## src/rtl/mips_bus_prefetch_pkg.sv

```systemverilog
// Shared types and helpers for the MIPS Avalon bus interface unit with instruction prefetch.
package mips_bus_prefetch_pkg;

  typedef enum logic [1:0] {
    BUS_IDLE,
    BUS_IFETCH,
    BUS_DATA
  } bus_state_t;

  localparam logic [31:0] RESET_VECTOR = 32'hBFC0_0000;

  // Reverse byte order of a 32-bit word (big-endian core <-> little-endian bus).
  function automatic logic [31:0] toggle_endianness(input logic [31:0] d);
    return {d[7:0], d[15:8], d[23:16], d[31:24]};
  endfunction

endpackage

```

## src/rtl/mips_bus_prefetch_if.sv

```systemverilog
// Avalon-MM master bus bundle between the bus interface unit and memory.
interface mips_bus_prefetch_if;
  logic [31:0] address;
  logic        read;
  logic        write;
  logic        waitrequest;
  logic [31:0] writedata;
  logic [3:0]  byteenable;
  logic [31:0] readdata;

  modport master (
    output address, read, write, writedata, byteenable,
    input  waitrequest, readdata
  );

  modport slave (
    input  address, read, write, writedata, byteenable,
    output waitrequest, readdata
  );
endinterface

```

## src/rtl/mips_bus_prefetch_fifo.sv

```systemverilog
// Synchronous FIFO holding prefetched {pc, instruction} pairs; clear has priority over push/pop.
module mips_bus_prefetch_fifo #(
  parameter int WIDTH = 64,
  parameter int DEPTH = 4
) (
  input  logic                     clk,
  input  logic                     reset,
  input  logic                     clear,
  input  logic                     push,
  input  logic [WIDTH-1:0]         push_data,
  input  logic                     pop,
  output logic [WIDTH-1:0]         head,
  output logic [$clog2(DEPTH):0]   count,
  output logic                     empty,
  output logic                     full
);

  localparam int AW = $clog2(DEPTH);
  localparam logic [AW:0] DEPTH_C = (AW+1)'(DEPTH);

  logic [WIDTH-1:0] mem [DEPTH];
  logic [AW-1:0]    rd_ptr;
  logic [AW-1:0]    wr_ptr;
  logic             do_push;
  logic             do_pop;

  assign empty   = (count == '0);
  assign full    = (count == DEPTH_C);
  assign do_push = push && !full && !clear;
  assign do_pop  = pop && !empty && !clear;
  assign head    = mem[rd_ptr];

  always_ff @(posedge clk) begin
    if (do_push) mem[wr_ptr] <= push_data;
  end

  always_ff @(posedge clk) begin
    if (reset || clear) begin
      rd_ptr <= '0;
      wr_ptr <= '0;
      count  <= '0;
    end else begin
      if (do_push) wr_ptr <= wr_ptr + 1'b1;
      if (do_pop)  rd_ptr <= rd_ptr + 1'b1;
      unique case ({do_push, do_pop})
        2'b10:   count <= count + 1'b1;
        2'b01:   count <= count - 1'b1;
        default: ;
      endcase
    end
  end

endmodule

```

## src/rtl/mips_bus_prefetch.sv

```systemverilog
// MIPS bus interface unit: one Avalon master shared by an instruction prefetch queue and
// core data accesses (data wins arbitration); flush redirects fetch and drops stale reads.
module mips_bus_prefetch
  import mips_bus_prefetch_pkg::*;
#(
  parameter int          DEPTH       = 4,
  parameter logic [31:0] RESET_PC    = RESET_VECTOR,
  parameter bit          SWAP_ENDIAN = 1'b1
) (
  input  logic        clk,
  input  logic        reset,
  input  logic        flush,
  input  logic [31:0] flush_pc,
  output logic        instr_valid,
  output logic [31:0] instr,
  output logic [31:0] instr_pc,
  input  logic        instr_ready,
  input  logic        d_read,
  input  logic        d_write,
  input  logic [31:0] d_address,
  input  logic [31:0] d_writedata,
  input  logic [3:0]  d_byteenable,
  output logic [31:0] d_readdata,
  output logic        d_done,
  mips_bus_prefetch_if.master bus
);

  localparam int CW = $clog2(DEPTH) + 1;
  localparam logic [CW-1:0] DEPTH_C = CW'(DEPTH);

  bus_state_t  state, state_n;
  logic [31:0] fetch_pc;
  logic        stale;
  logic        issue_data, issue_fetch;
  logic        xfer_done, fetch_done;

  logic [31:0] addr_q, wdata_q;
  logic        rd_q, wr_q;
  logic [3:0]  be_q;

  logic [31:0] rdata_core, wdata_bus;

  logic          fifo_push, fifo_pop, fifo_empty, fifo_full;
  logic [63:0]   fifo_head;
  logic [CW-1:0] fifo_count;

  generate
    if (SWAP_ENDIAN) begin : g_swap
      assign rdata_core = toggle_endianness(bus.readdata);
      assign wdata_bus  = toggle_endianness(d_writedata);
    end else begin : g_pass
      assign rdata_core = bus.readdata;
      assign wdata_bus  = d_writedata;
    end
  endgenerate

  assign bus.address    = addr_q;
  assign bus.read       = rd_q;
  assign bus.write      = wr_q;
  assign bus.writedata  = wdata_q;
  assign bus.byteenable = be_q;

  assign xfer_done  = (rd_q || wr_q) && !bus.waitrequest;
  assign fetch_done = (state == BUS_IFETCH) && xfer_done;

  // Flush wins over a same-cycle push; a stale fetch never lands in the queue.
  assign fifo_push = fetch_done && !stale && !flush && !fifo_full;
  assign fifo_pop  = instr_valid && instr_ready;

  mips_bus_prefetch_fifo #(
    .WIDTH (64),
    .DEPTH (DEPTH)
  ) u_fifo (
    .clk       (clk),
    .reset     (reset),
    .clear     (flush),
    .push      (fifo_push),
    .push_data ({fetch_pc, rdata_core}),
    .pop       (fifo_pop),
    .head      (fifo_head),
    .count     (fifo_count),
    .empty     (fifo_empty),
    .full      (fifo_full)
  );

  assign instr_valid = !fifo_empty;
  assign instr       = fifo_empty ? 32'h0 : fifo_head[31:0];
  assign instr_pc    = fifo_empty ? 32'h0 : fifo_head[63:32];

  always_comb begin
    state_n     = state;
    issue_data  = 1'b0;
    issue_fetch = 1'b0;
    unique case (state)
      BUS_IDLE: begin
        // No fetch is launched on a flush cycle: fetch_pc is about to change.
        if ((d_read || d_write) && !d_done) begin
          state_n    = BUS_DATA;
          issue_data = 1'b1;
        end else if (!flush && (fifo_count < DEPTH_C)) begin
          state_n     = BUS_IFETCH;
          issue_fetch = 1'b1;
        end
      end
      BUS_IFETCH: if (xfer_done) state_n = BUS_IDLE;
      BUS_DATA:   if (xfer_done) state_n = BUS_IDLE;
      default:    state_n = BUS_IDLE;
    endcase
  end

  always_ff @(posedge clk) begin
    if (reset) begin
      state      <= BUS_IDLE;
      fetch_pc   <= RESET_PC;
      stale      <= 1'b0;
      addr_q     <= 32'h0;
      wdata_q    <= 32'h0;
      be_q       <= 4'h0;
      rd_q       <= 1'b0;
      wr_q       <= 1'b0;
      d_done     <= 1'b0;
      d_readdata <= 32'h0;
    end else begin
      state  <= state_n;
      d_done <= 1'b0;

      if (issue_data) begin
        addr_q  <= d_address;
        rd_q    <= d_read;
        wr_q    <= d_write;
        wdata_q <= wdata_bus;
        be_q    <= d_byteenable;
      end else if (issue_fetch) begin
        addr_q <= fetch_pc;
        rd_q   <= 1'b1;
        wr_q   <= 1'b0;
        be_q   <= 4'hF;
      end else if (xfer_done) begin
        rd_q <= 1'b0;
        wr_q <= 1'b0;
      end

      if ((state == BUS_DATA) && xfer_done) begin
        d_done <= 1'b1;
        if (rd_q) d_readdata <= rdata_core;
      end

      if (flush)
        fetch_pc <= flush_pc & 32'hFFFF_FFFC;
      else if (fetch_done && !stale)
        fetch_pc <= fetch_pc + 32'd4;

      if (fetch_done)
        stale <= 1'b0;
      else if (flush && (state == BUS_IFETCH))
        stale <= 1'b1;
    end
  end

endmodule
```

## src/flat_wrapper.sv

```systemverilog
// flat-port wrapper written by rule: the top's interface ports become plain ports
module mips_bus_prefetch_flat import mips_bus_prefetch_pkg::*;
#(
  parameter int          DEPTH       = 4,
  parameter logic [31:0] RESET_PC    = RESET_VECTOR,
  parameter bit          SWAP_ENDIAN = 1'b1
)
  (clk, reset, flush, flush_pc, instr_valid, instr, instr_pc, instr_ready, d_read, d_write, d_address, d_writedata, d_byteenable, d_readdata, d_done, bus_address, bus_read, bus_write, bus_writedata, bus_byteenable, bus_waitrequest, bus_readdata);
  mips_bus_prefetch_if bus_i ();
  input  logic clk;
  input  logic reset;
  input  logic flush;
  input  logic [31:0] flush_pc;
  output logic instr_valid;
  output logic [31:0] instr;
  output logic [31:0] instr_pc;
  input  logic instr_ready;
  input  logic d_read;
  input  logic d_write;
  input  logic [31:0] d_address;
  input  logic [31:0] d_writedata;
  input  logic [3:0] d_byteenable;
  output logic [31:0] d_readdata;
  output logic d_done;
  output wire logic [$bits(bus_i.address)-1:0] bus_address;
  output wire logic [$bits(bus_i.read)-1:0] bus_read;
  output wire logic [$bits(bus_i.write)-1:0] bus_write;
  output wire logic [$bits(bus_i.writedata)-1:0] bus_writedata;
  output wire logic [$bits(bus_i.byteenable)-1:0] bus_byteenable;
  input wire logic [$bits(bus_i.waitrequest)-1:0] bus_waitrequest;
  input wire logic [$bits(bus_i.readdata)-1:0] bus_readdata;
  assign bus_address = bus_i.address;
  assign bus_read = bus_i.read;
  assign bus_write = bus_i.write;
  assign bus_writedata = bus_i.writedata;
  assign bus_byteenable = bus_i.byteenable;
  assign bus_i.waitrequest = bus_waitrequest;
  assign bus_i.readdata = bus_readdata;
  mips_bus_prefetch #(.DEPTH(DEPTH), .RESET_PC(RESET_PC), .SWAP_ENDIAN(SWAP_ENDIAN)) u_core (.clk(clk), .reset(reset), .flush(flush), .flush_pc(flush_pc), .instr_valid(instr_valid), .instr(instr), .instr_pc(instr_pc), .instr_ready(instr_ready), .d_read(d_read), .d_write(d_write), .d_address(d_address), .d_writedata(d_writedata), .d_byteenable(d_byteenable), .d_readdata(d_readdata), .d_done(d_done), .bus(bus_i));
endmodule
```

## config.mk

```make
export PLATFORM = sky130hd
export DESIGN_NAME = mips_bus_prefetch_flat
export DESIGN_NICKNAME = d
export VERILOG_FILES = /design/src/rtl/mips_bus_prefetch_pkg.sv /design/src/rtl/mips_bus_prefetch_if.sv /design/src/rtl/mips_bus_prefetch_fifo.sv /design/src/rtl/mips_bus_prefetch.sv /design/src/flat_wrapper.sv
export SDC_FILE = /design/constraint.sdc
export NUM_CORES = 1
export LEC_CHECK = 0
export CAP_MARGIN = 5
export CORE_MARGIN = 2
export CORE_UTILIZATION = 40
export CTS_CLUSTER_DIAMETER = 150
export CTS_CLUSTER_SIZE = 12
export DETAILED_ROUTE_END_ITERATION = 8
export GPL_TIMING_DRIVEN = 0
export PLACE_DENSITY = 0.65
export SLEW_MARGIN = 25
export SYNTH_ARGS = -nofsm -noshare
export SYNTH_HDL_FRONTEND = slang
export SYNTH_SLANG_ARGS = --single-unit
```

## constraint.sdc

```tcl
create_clock -name clk -period 2.92 [get_ports clk]
set_input_delay 0.292 -clock clk [delete_from_list [all_inputs] [get_ports clk]]
set_output_delay 0.292 -clock clk [all_outputs]
set_load 0.005 [all_outputs]
```

# After elaboration in Yosys (flattened, before gate mapping)
# Memory sizes are Yosys's and may differ from the RTL's. A register that Yosys moved wholly into a read port is not among the register bits.
# Index checks and enable logic that the tools add are counted.
[word_totals]
register_bits = 145
ram_bits = 256
in_bits = 139
out_inout_bits = 168
word_cells = 90
n_memories = 1
[memory_table]
columns = ["name", "words", "word_bits", "read_ports", "rd_ports_with_merged_regs", "wr", "line", "source"]
rows = [
  ["u_core.u_fifo.mem", 4, 64, 1, 1, 1, "mips_bus_prefetch_fifo.sv:21", "logic [WIDTH-1:0] mem [DEPTH];"],
]
[op_classes]
n_addsub = 5
n_lt_le_gt_ge = 1
n_eq_ne = 7
muxes = 28
reduce_logical = 34
[ops]
columns = ["op", "count"]
rows = [
  ["two-way mux 32 bit", 6],
  ["adder 32 x 3 -> 32 bit, second input constant", 1],
  ["logical AND 1 bit", 14],
  ["two-way mux 1 bit", 13],
  ["two-way mux 2 bit", 5],
  ["two-way mux 4 bit", 2],
  ["zero test 1 bit", 6],
  ["case mux 3 bit (2 select lines)", 1],
  ["nonzero test 2 bit", 3],
  ["OR reduction 2 bit", 3],
  ["adder 2 x 1 -> 2 bit, second input constant", 2],
  ["equality test 2 x 1 -> 1 bit, second input constant", 2],
  ["equality test 2 bit, second input constant", 2],
  ["case mux 2 bit (2 select lines)", 1],
  ["AND reduction 2 bit", 2],
  ["adder 3 x 1 -> 3 bit, second input constant", 1],
  ["equality test 3 bit, second input constant", 1],
  ["zero test 3 bit", 1],
  ["logical OR 1 bit", 3],
  ["< comparator 3 bit, second input constant", 1],
  ["inequality test 3 x 1 -> 1 bit, second input constant", 1],
  ["nonzero test 3 bit", 1],
  ["subtractor 3 x 1 -> 3 bit, second input constant", 1],
  ["zero test 2 bit", 1],
  ["inequality test 2 x 1 -> 1 bit, second input constant", 1],
]

# Depth between registers and ports, before layout
# Gate-level depths: netlist (run 1).
[depth]
ltp_word = 10
depth_mapped = 12
ltp_nobuf = 11

# By module
# From an unflattened synthesis (run 1), not the netlist that was laid out.
[hier_totals]
hier_cells = 1153
area_unflattened_um2 = 15802.7
[modules_own_cells]
columns = ["mod", "instances", "cells_per_inst", "area_each_um2", "seq_area_each_um2"]
rows = [
  ["mips_bus_prefetch_fifo", 1, 391, 9720.6, 7867.5],
  ["mips_bus_prefetch", 1, 762, 6082.1, 2722.6],
]

# Worst setup path after synthesis (run 1)
# No wires, ideal clock.
[synth_path]
path_kind = "flip-flop to flip-flop"
from = "register u_core.state[1]"
to = "memory u_core.u_fifo.mem[1][0] (enable)"
setup_ns = 0.426
t_arrival_ns = 2.724
t_required_ns = 2.494
setup_slack_ns = -0.231
path_stages_with_launch = 7
n_path_buf = 1
synth_period_minus_slack_ns = 3.151
cell_sequence = "dfxtp_1 > inv_1 > ha_1 > nand2b_1 > buf_2 > a2111oi_4 > and2_1"
[synth_between]
elab_chain_len = 9
[synth_rtl]
columns = ["item", "line", "source"]
rows = [
  ["start, declared", "mips_bus_prefetch.sv:31", "bus_state_t state, state_n;"],
  ["start signal, assigned", "mips_bus_prefetch.sv:124", "state <= state_n;"],
  ["equality test 2 x 1 -> 1 bit", "mips_bus_prefetch.sv:64", "assign fetch_done = (state == BUS_IFETCH) && xfer_done;"],
  ["logical AND 1 bit", "mips_bus_prefetch.sv:64", ""],
  ["logical AND 1 bit (3 in series)", "mips_bus_prefetch.sv:67", "assign fifo_push = fetch_done && !stale && !flush && !fifo_full;"],
  ["logical AND 1 bit (2 in series)", "mips_bus_prefetch_fifo.sv:29", "assign do_push = push && !full && !clear;"],
  ["two-way mux 1 bit", "mips_bus_prefetch_fifo.sv:34", "if (do_push) mem[wr_ptr] <= push_data;"],
  ["two-way mux 1 bit (not written as such)", "mips_bus_prefetch_fifo.sv:34", ""],
  ["end, declared", "mips_bus_prefetch_fifo.sv:21", ""],
]
# No other way between the ends.

# Final worst setup path (run 1)
[layout_path]
from = "register u_core.u_fifo.count[2]"
to = "output instr_pc[24]"
[layout_between]
elab_chain_len = 2
[layout_rtl]
columns = ["item", "line", "source"]
rows = [
  ["start, declared", "mips_bus_prefetch_fifo.sv:13", "output logic [$clog2(DEPTH):0] count,"],
  ["start signal, assigned", "mips_bus_prefetch_fifo.sv:46", "2'b10: count <= count + 1'b1;"],
  ["start signal, assigned", "mips_bus_prefetch_fifo.sv:47", "2'b01: count <= count - 1'b1;"],
  ["zero test 3 bit", "mips_bus_prefetch_fifo.sv:27", "assign empty = (count == '0);"],
  ["two-way mux 32 bit", "mips_bus_prefetch.sv:88", "assign instr_pc = fifo_empty ? 32'h0 : fifo_head[63:32];"],
  ["end, declared", "flat_wrapper.sv:16", "output logic [31:0] instr_pc;"],
]
# No other way between the ends.

==> impl_metrics.yaml, run 1 <==
worst_setup_path:
  crit_family: "buffers and inverters"
  path_common_cell: "buf_4"
  cp.arrival_ns: 2.50
  cp_max_fo: 10
  r2r_cells: 7
  worst_setup_path_start_kind: "register"
  crit_buf_inv: 4
  required_ns: 2.63
  r2r_slack_ns: 0.34
  worst_path_max_delay_cell: "clkdlybuf4s50_1"
  critPathCaptureType: "output pin"
  max_stage_delay_ns: 0.55
  worstSetupPathType: "reg -> out"
  r2r-start: "u_core.state[1]"
  regToRegEndpoint: "u_core.u_fifo.mem[1][40]"
  cp_cell_sequence: "nor3_4, buf_4, buf_4, clkbuf_4, nor2b_1, clkdlybuf4s50_1"
  cp.depth: 6
placement:
  dpl_cell_area_mm2: 0.01915
  io_buffers: 301
  dp_hpwl_um: 28490
  gp_congestion: 0.8591
drt:
  vias: 10350
  routed_via_density: 5.119
  drtAntennaViolNets: 0
  drt-initial-drc-count: 665
  drc: 0
  wirelength_um: 40250
  first_pass_iters: 5
  wire_per_inst_um: 19.92
synthesis:
  yosys.area.top_type: "edfxtp_1"
  synth_cell_type_count: 49
  synth_xor_area_frac: 0.01596
  avgSynthCellArea_um2: 13.50
  yosys-mux-area-fraction: 0.09153
  ys_seq_area_frac: 0.6736
  ys.flop_type: "edfxtp_1"
  synth_area_mm2: 0.01536
  ys_async_sr_fraction: 0
  ys_warn_count: 0
  synth-edff-count: 248
  ys_ff_latch: 393
  synth_compound_area_frac: 0.06946
  synth.area.top_cells: "edfxtp_1, dfxtp_1, mux4_2"
  synthSimpleGateAreaFrac: 0.1169
  synth_top_area_share: 0.4847
  syn_inst: 1138
  synthAdderAreaFrac: 0.008632
  synth_top_family_by_area: "simple AND/OR/NAND/NOR gates"
sta:
  hold_violations: 0
  worst_slew_pin_slew_ns: 0.7414
  rsz0062_at_grt: "no"
  slew_violations: 0
  layout_min_cycle_time_ns: 2.792
  holdWs_ns: 0.2919
  fmax_mhz: 358.1
  fin_crit_sh: 0.9563
  tns_ns: 0
  setup_viol: 0
  slew-limit-headroom: 0.5057
  skew_ns: 0.02232
status:
  status: "finished, final reports clean"
final_layout:
  area_delta_synth_final_pct: 32.02
  drive_above_1_share: 0.09934
  final_area_mm2: 0.02028
  num_antenna_cells: 0
  nets: 1633
floorplanning:
  die-height_um: 200.0
  initial_core_util: 0.4070
  core_area_mm2: 0.03776
  die_w_um: 200.0
  dieArea_mm2: 0.04000
  io_pins: 307
  rows: 71
pwr:
  p_per_area_mw_per_mm2: 582.3
  ir_drop_mv: 0.4159
  finalPower_mw: 11.81
  power_leakage_nw: 6.586
cts:
  clock-root-buffer: "clkbuf_16"
  cts_tree: "yes"
  numCtsBuffers: 38
  clk_path_buf_depth: 3
  numClockSinks: 393
  post_cts_buffers: 0
  cts_hold_buf: 0
  clk_pin_slew_ns: 0.06
  worstSkewPairLatency_ns: 0.54
  htree_levels: 2
run:
  maxCapViolCount: 0
worst_hold_path:
  min_path_type: "in -> reg"
  whs_endpoint: "u_core.u_fifo.wr_ptr[0]"
  holdPathStages: 4
  worstHoldStart: "flush"
global_routing:
  grt_max_degree: 42
  antenna_found_initial: 1
  grt_pass1_vias: 10340
  grt_pass1_wl_um: 59980
  grt_use_total: 0.1998
  grt.overflow.total: 0
synth_stat cells, types with 12 or more instances:
cell	instances
edfxtp_1	248
nand2_1	193
dfxtp_1	145
a21oi_1	109
mux4_2	62
nor2b_1	62
clkbuf_1	49
nor2_1	42
a22oi_1	32
xor2_1	23
nand3_1	20
nor3_1	18
inv_1	16
a211oi_1	14
nand4_1	12
layer usage:
metal	vias to the layer above	routed length [um]	part of all wire	track usage
li1	4871	-	-	-
met2	352	19360	0.48	0.3286
met1	5069	17120	0.43	0.2671
met4	2	720	0.018	0.05267
met3	51	3042	0.076	0.04772
met5	-	13	0.00032	0
kinds of logic after synthesis:
| kind of cell | after synthesis |
|---|---|
| AOI/OAI and AO/OA | 176 |
| xor gates and xnor gates | 28 |
| adders and majority gates | 10 |
| buffers and inverters | 90 |
| DFF | 393 |
| muxes | 63 |
| other | 1 |
| and+or+nand+nor | 377 |
cell type report:
class                      count  area (um2)
clock buffer                  63        1066
multi-input combinational    656        4678
clock inverter                 3       37.54
tap                          511       639.4
fill                        3187       17470
timing repair buffer         307        3123
buffer                        70       320.3
inverter                      18       67.56
sequential                   393       10350
stage by stage:
stage | instances | utilization | setup slack (ns)
2_1_floorplan | 1139 | - | 0.4276
3_3_place_gp | 1951 | 0.5039 | -0.9031
3_5_place_dp | 1957 | 0.5071 | 0.01009
4_1_cts | 2021 | 0.5371 | 0.009962
5_1_grt | 2021 | 0.5373 | 0.01164
6_report | 2021 | 0.5373 | 0.1276
layout by cell type, fill, tap and decap left out, drive strengths merged, types with 16 or more instances in the layout:
cell           instances
dfxtp                145
buf                   28
a22oi                 32
nor3                  20
clkbuf               111
nand3                 20
nor2b                 62
edfxtp               248
clkdlybuf4s50        301
xor2                  23
a21oi                109
mux4                  62
inv                   16
nor2                  42
nand2                193
report_power, final:
group / switching [mW] / total (mW) / internal (mW)
registers: 0.165 / 6.23 / 6.06
clock network: 2.00 / 4.50 / 2.50
logic: 0.532 / 1.08 / 0.549
how the worst max path moves through the flow:
| stage | to | startpoint |
|---|---|---|
| floorplan | u_core.u_fifo.mem[0][0] | u_core.state[1] |
| global placement | instr_pc[27] | u_core.u_fifo.count[2] |
| detailed placement | u_core.u_fifo.mem[1][41] | bus_waitrequest |
| CTS | instr_pc[27] | u_core.u_fifo.count[2] |
| global route | instr_pc[29] | register |
| finish | instr_pc[24] | u_core.u_fifo.count[2] |
tightest hold or removal path, delay by kind of cell:
kind	cells	cell delay, ns
XOR/XNOR	1	0.14
AND/OR/NAND/NOR	1	0.03
AO/OA/AOI/OAI	1	0.09
buffers and inverters	1	0.21
registers in the layout (all words and copies together), names as in the netlist, 3 cells and up, named ones only:
signal and cells:
u_core.bus.address 32, u_core.bus.byteenable 4, u_core.bus.writedata 32, u_core.d_readdata 32
u_core.fetch_pc 30, u_core.u_fifo.count 3, u_core.u_fifo.mem 248
timing repair:
action / in CTS / in global routing
resized for setup: 18 / 7
setup endpoints to repair: 60 / 15
gates cloned: 0 / 0
Note: power is estimated with default switching activity, not from simulation.
==> run 2, diff against run 1 <==
CORE_UTILIZATION = 35   (was 40)
HOLD_SLACK_MARGIN = 0.03   (was default)
PLACE_DENSITY = 0.58   (was 0.65)
==> run 2 against run 1 <==
Register-to-register slack got worse by 0.08 ns. First-iteration DRC count decreased by 7.4%. Global-route usage decreased by 2.0 points. Worst setup slack improved by 0.048 ns. Sequential power about the same. Count of clock-buffer cells in the layout increased by 2. Largest power group unchanged. Highest routed layer unchanged. Critical path type unchanged. Power increased by 0.84%. Routed wire length increased by 2.7%. Final area increased by 0.47%.
==> impl_metrics.yaml, run 2 (synthesis gave the netlist of run 1 again) <==
global_routing:
  antenna_found_initial: 3
  grt_use_total: 0.1801
  grt_max_degree: 36
  grt.overflow.total: 0
  grt_pass1_wl_um: 61580
  grt_pass1_vias: 10410
sta:
  slew_violations: 0
  rsz0062_at_grt: "no"
  worst_slew_pin_slew_ns: 0.8050
  fmax_mhz: 364.3
  skew_ns: 0.007478
  slew-limit-headroom: 0.4633
  hold_violations: 0
  fin_crit_sh: 0.9400
  finalWorstSetupSlack_ns: 0.1752
  layout_min_cycle_time_ns: 2.745
  setup_viol: 0
drt:
  drc: 0
  routed_via_density: 4.934
  drtAntennaViolNets: 0
  drt-initial-drc-count: 616
  wirelength_um: 41350
  vias: 10330
  wire_per_inst_um: 19.75
  first_pass_iters: 5
worst_setup_path:
  cp_max_fo: 10
  max_stage_delay_ns: 0.56
  required_ns: 2.63
  cp_cell_sequence: "clkbuf_2, mux4_2, nor2b_1, clkdlybuf4s50_1"
  worst_path_max_delay_cell: "clkdlybuf4s50_1"
  worst_setup_path_start_kind: "register"
  worstSetupPathType: "reg -> out"
  cp.arrival_ns: 2.45
  critPathCaptureType: "output pin"
pwr:
  switchingPower_mw: 2.710
  switching_share: 0.2275
  ir_drop_mv: 0.4156
  power_leakage_nw: 6.584
  seqPwrFrac: 0.523
  p_per_area_mw_per_mm2: 584.4
  p_clk_frac: 0.387
  internal_power_mw: 9.201
  pwr-share-comb: 0.090
cts:
  post_cts_buffers: 0
  worstSkewPairLatency_ns: 0.55
  numClockSinks: 393
  cts_hold_buf: 0
  clk_pin_slew_ns: 0.06
  clock-root-buffer: "clkbuf_16"
  clk_path_buf_depth: 3
  htree_levels: 2
  numCtsBuffers: 38
  cts_tree: "yes"
status:
  status: "finished, final reports clean"
final_layout:
  final_common_cell: "clkdlybuf4s50_1"
  largest_reg_flops: 248
  nFillCells: 3959
  final_area_mm2: 0.02038
  regMostFlops: "u_core.u_fifo.mem"
  drive_above_1_share: 0.09742
  num_antenna_cells: 0
  area_delta_synth_final_pct: 32.64
  nets: 1632
  final_cell_mix: "clkdlybuf4s50_1, edfxtp_1, nand2_1"
  multi_input_area_mm2: 0.004676
  seqCellArea_mm2: 0.01035
placement:
  io_buffers: 301
  dp_hpwl_um: 29320
  dp_worst_setup_slack_ns: -0.06301
  dpl_cell_area_mm2: 0.01922
  gp_congestion: 0.8180
floorplanning:
  die-height_um: 213.5
  rows: 76
  core_area_mm2: 0.04317
  io_pins: 307
  initial_core_util: 0.3559
  die_w_um: 213.5
  dieArea_mm2: 0.04559
worst_hold_path:
  min_path_type: "in -> reg"
run:
  maxCapViolCount: 0
run 2: final timing paths:
kind | cells past startpoint | to | slack, ns | start
worst max-delay path | 4 | instr_pc[30] | 0.18 | register
worst min-delay path | 3 | u_core.bus.writedata[3] | 0.30 | d_writedata[27]
worst max register to register | 7 | u_core.u_fifo.mem[1][16] | 0.26 | u_core.state[1]
worst min register to register | 2 | u_core.bus.writedata[9] | 0.45 | u_core.bus.writedata[9]
run 2: per-stage QoR:
step / hold WS, ns / setup TNS, ns / utilization / total power [mW] / instances
after detailed placement: 0.4453 / -5.555 / 0.4451 / 7.434 / 2030
final: 0.2974 / 0 / 0.4721 / 11.91 / 2094
after global placement: 0.4414 / -181.54 / 0.4428 / 7.416 / 2025
after floorplan: 0.3909 / 0 / - / 6.736 / 1139
after CTS: 0.2524 / 0 / 0.4717 / 12.07 / 2094
after global routing: 0.2688 / 0 / 0.4721 / 12.37 / 2094
run 2: routing by layer:
layer  GRT usage  share of wire  vias up
li1            -              -     4867
met1      0.2384           0.44     5089
met2      0.2913           0.47      312
met3     0.05346          0.072       57
met4     0.04454          0.019        6
met5           0        0.00092        -
run 2: power groups by stage:
stage                     combinational, mW  sequential, mW  clock [mW]
after floorplan                       0.433            6.30           0
after global placement                 1.08            6.34           0
after detailed placement               1.09            6.34           0
after CTS                              1.10            6.23        4.75
after global routing                   1.18            6.25        4.94
final                                  1.08            6.23        4.60
run 2: worst max-delay path, delay by kind of cell, from the launching register on:
family                 cells  cell delay [ns]
and+or+nand+nor            1             0.29
buffers and inverters      2             0.91
DFF                        1             0.47
muxes                      1             0.24
run 2: timing repair:
action | CTS | global route
pin swaps | 0 | 1
setup endpoints to repair | 61 | 13
endpoints found under the hold margin | 0 | 0
resized for setup | 19 | 4
cloned | 0 | 0
run 2: final cells by class:
cell class                      instances  share of cell area
Inverter                               18            0.003315
Multi-Input combinational cell        656              0.2294
Clock buffer                           65             0.05476
Timing Repair Buffer                  306              0.1521
Tap cell                              585             0.03592
Sequential cell                       393              0.5081
Clock inverter                          1           0.0002456
Buffer                                 70             0.01609
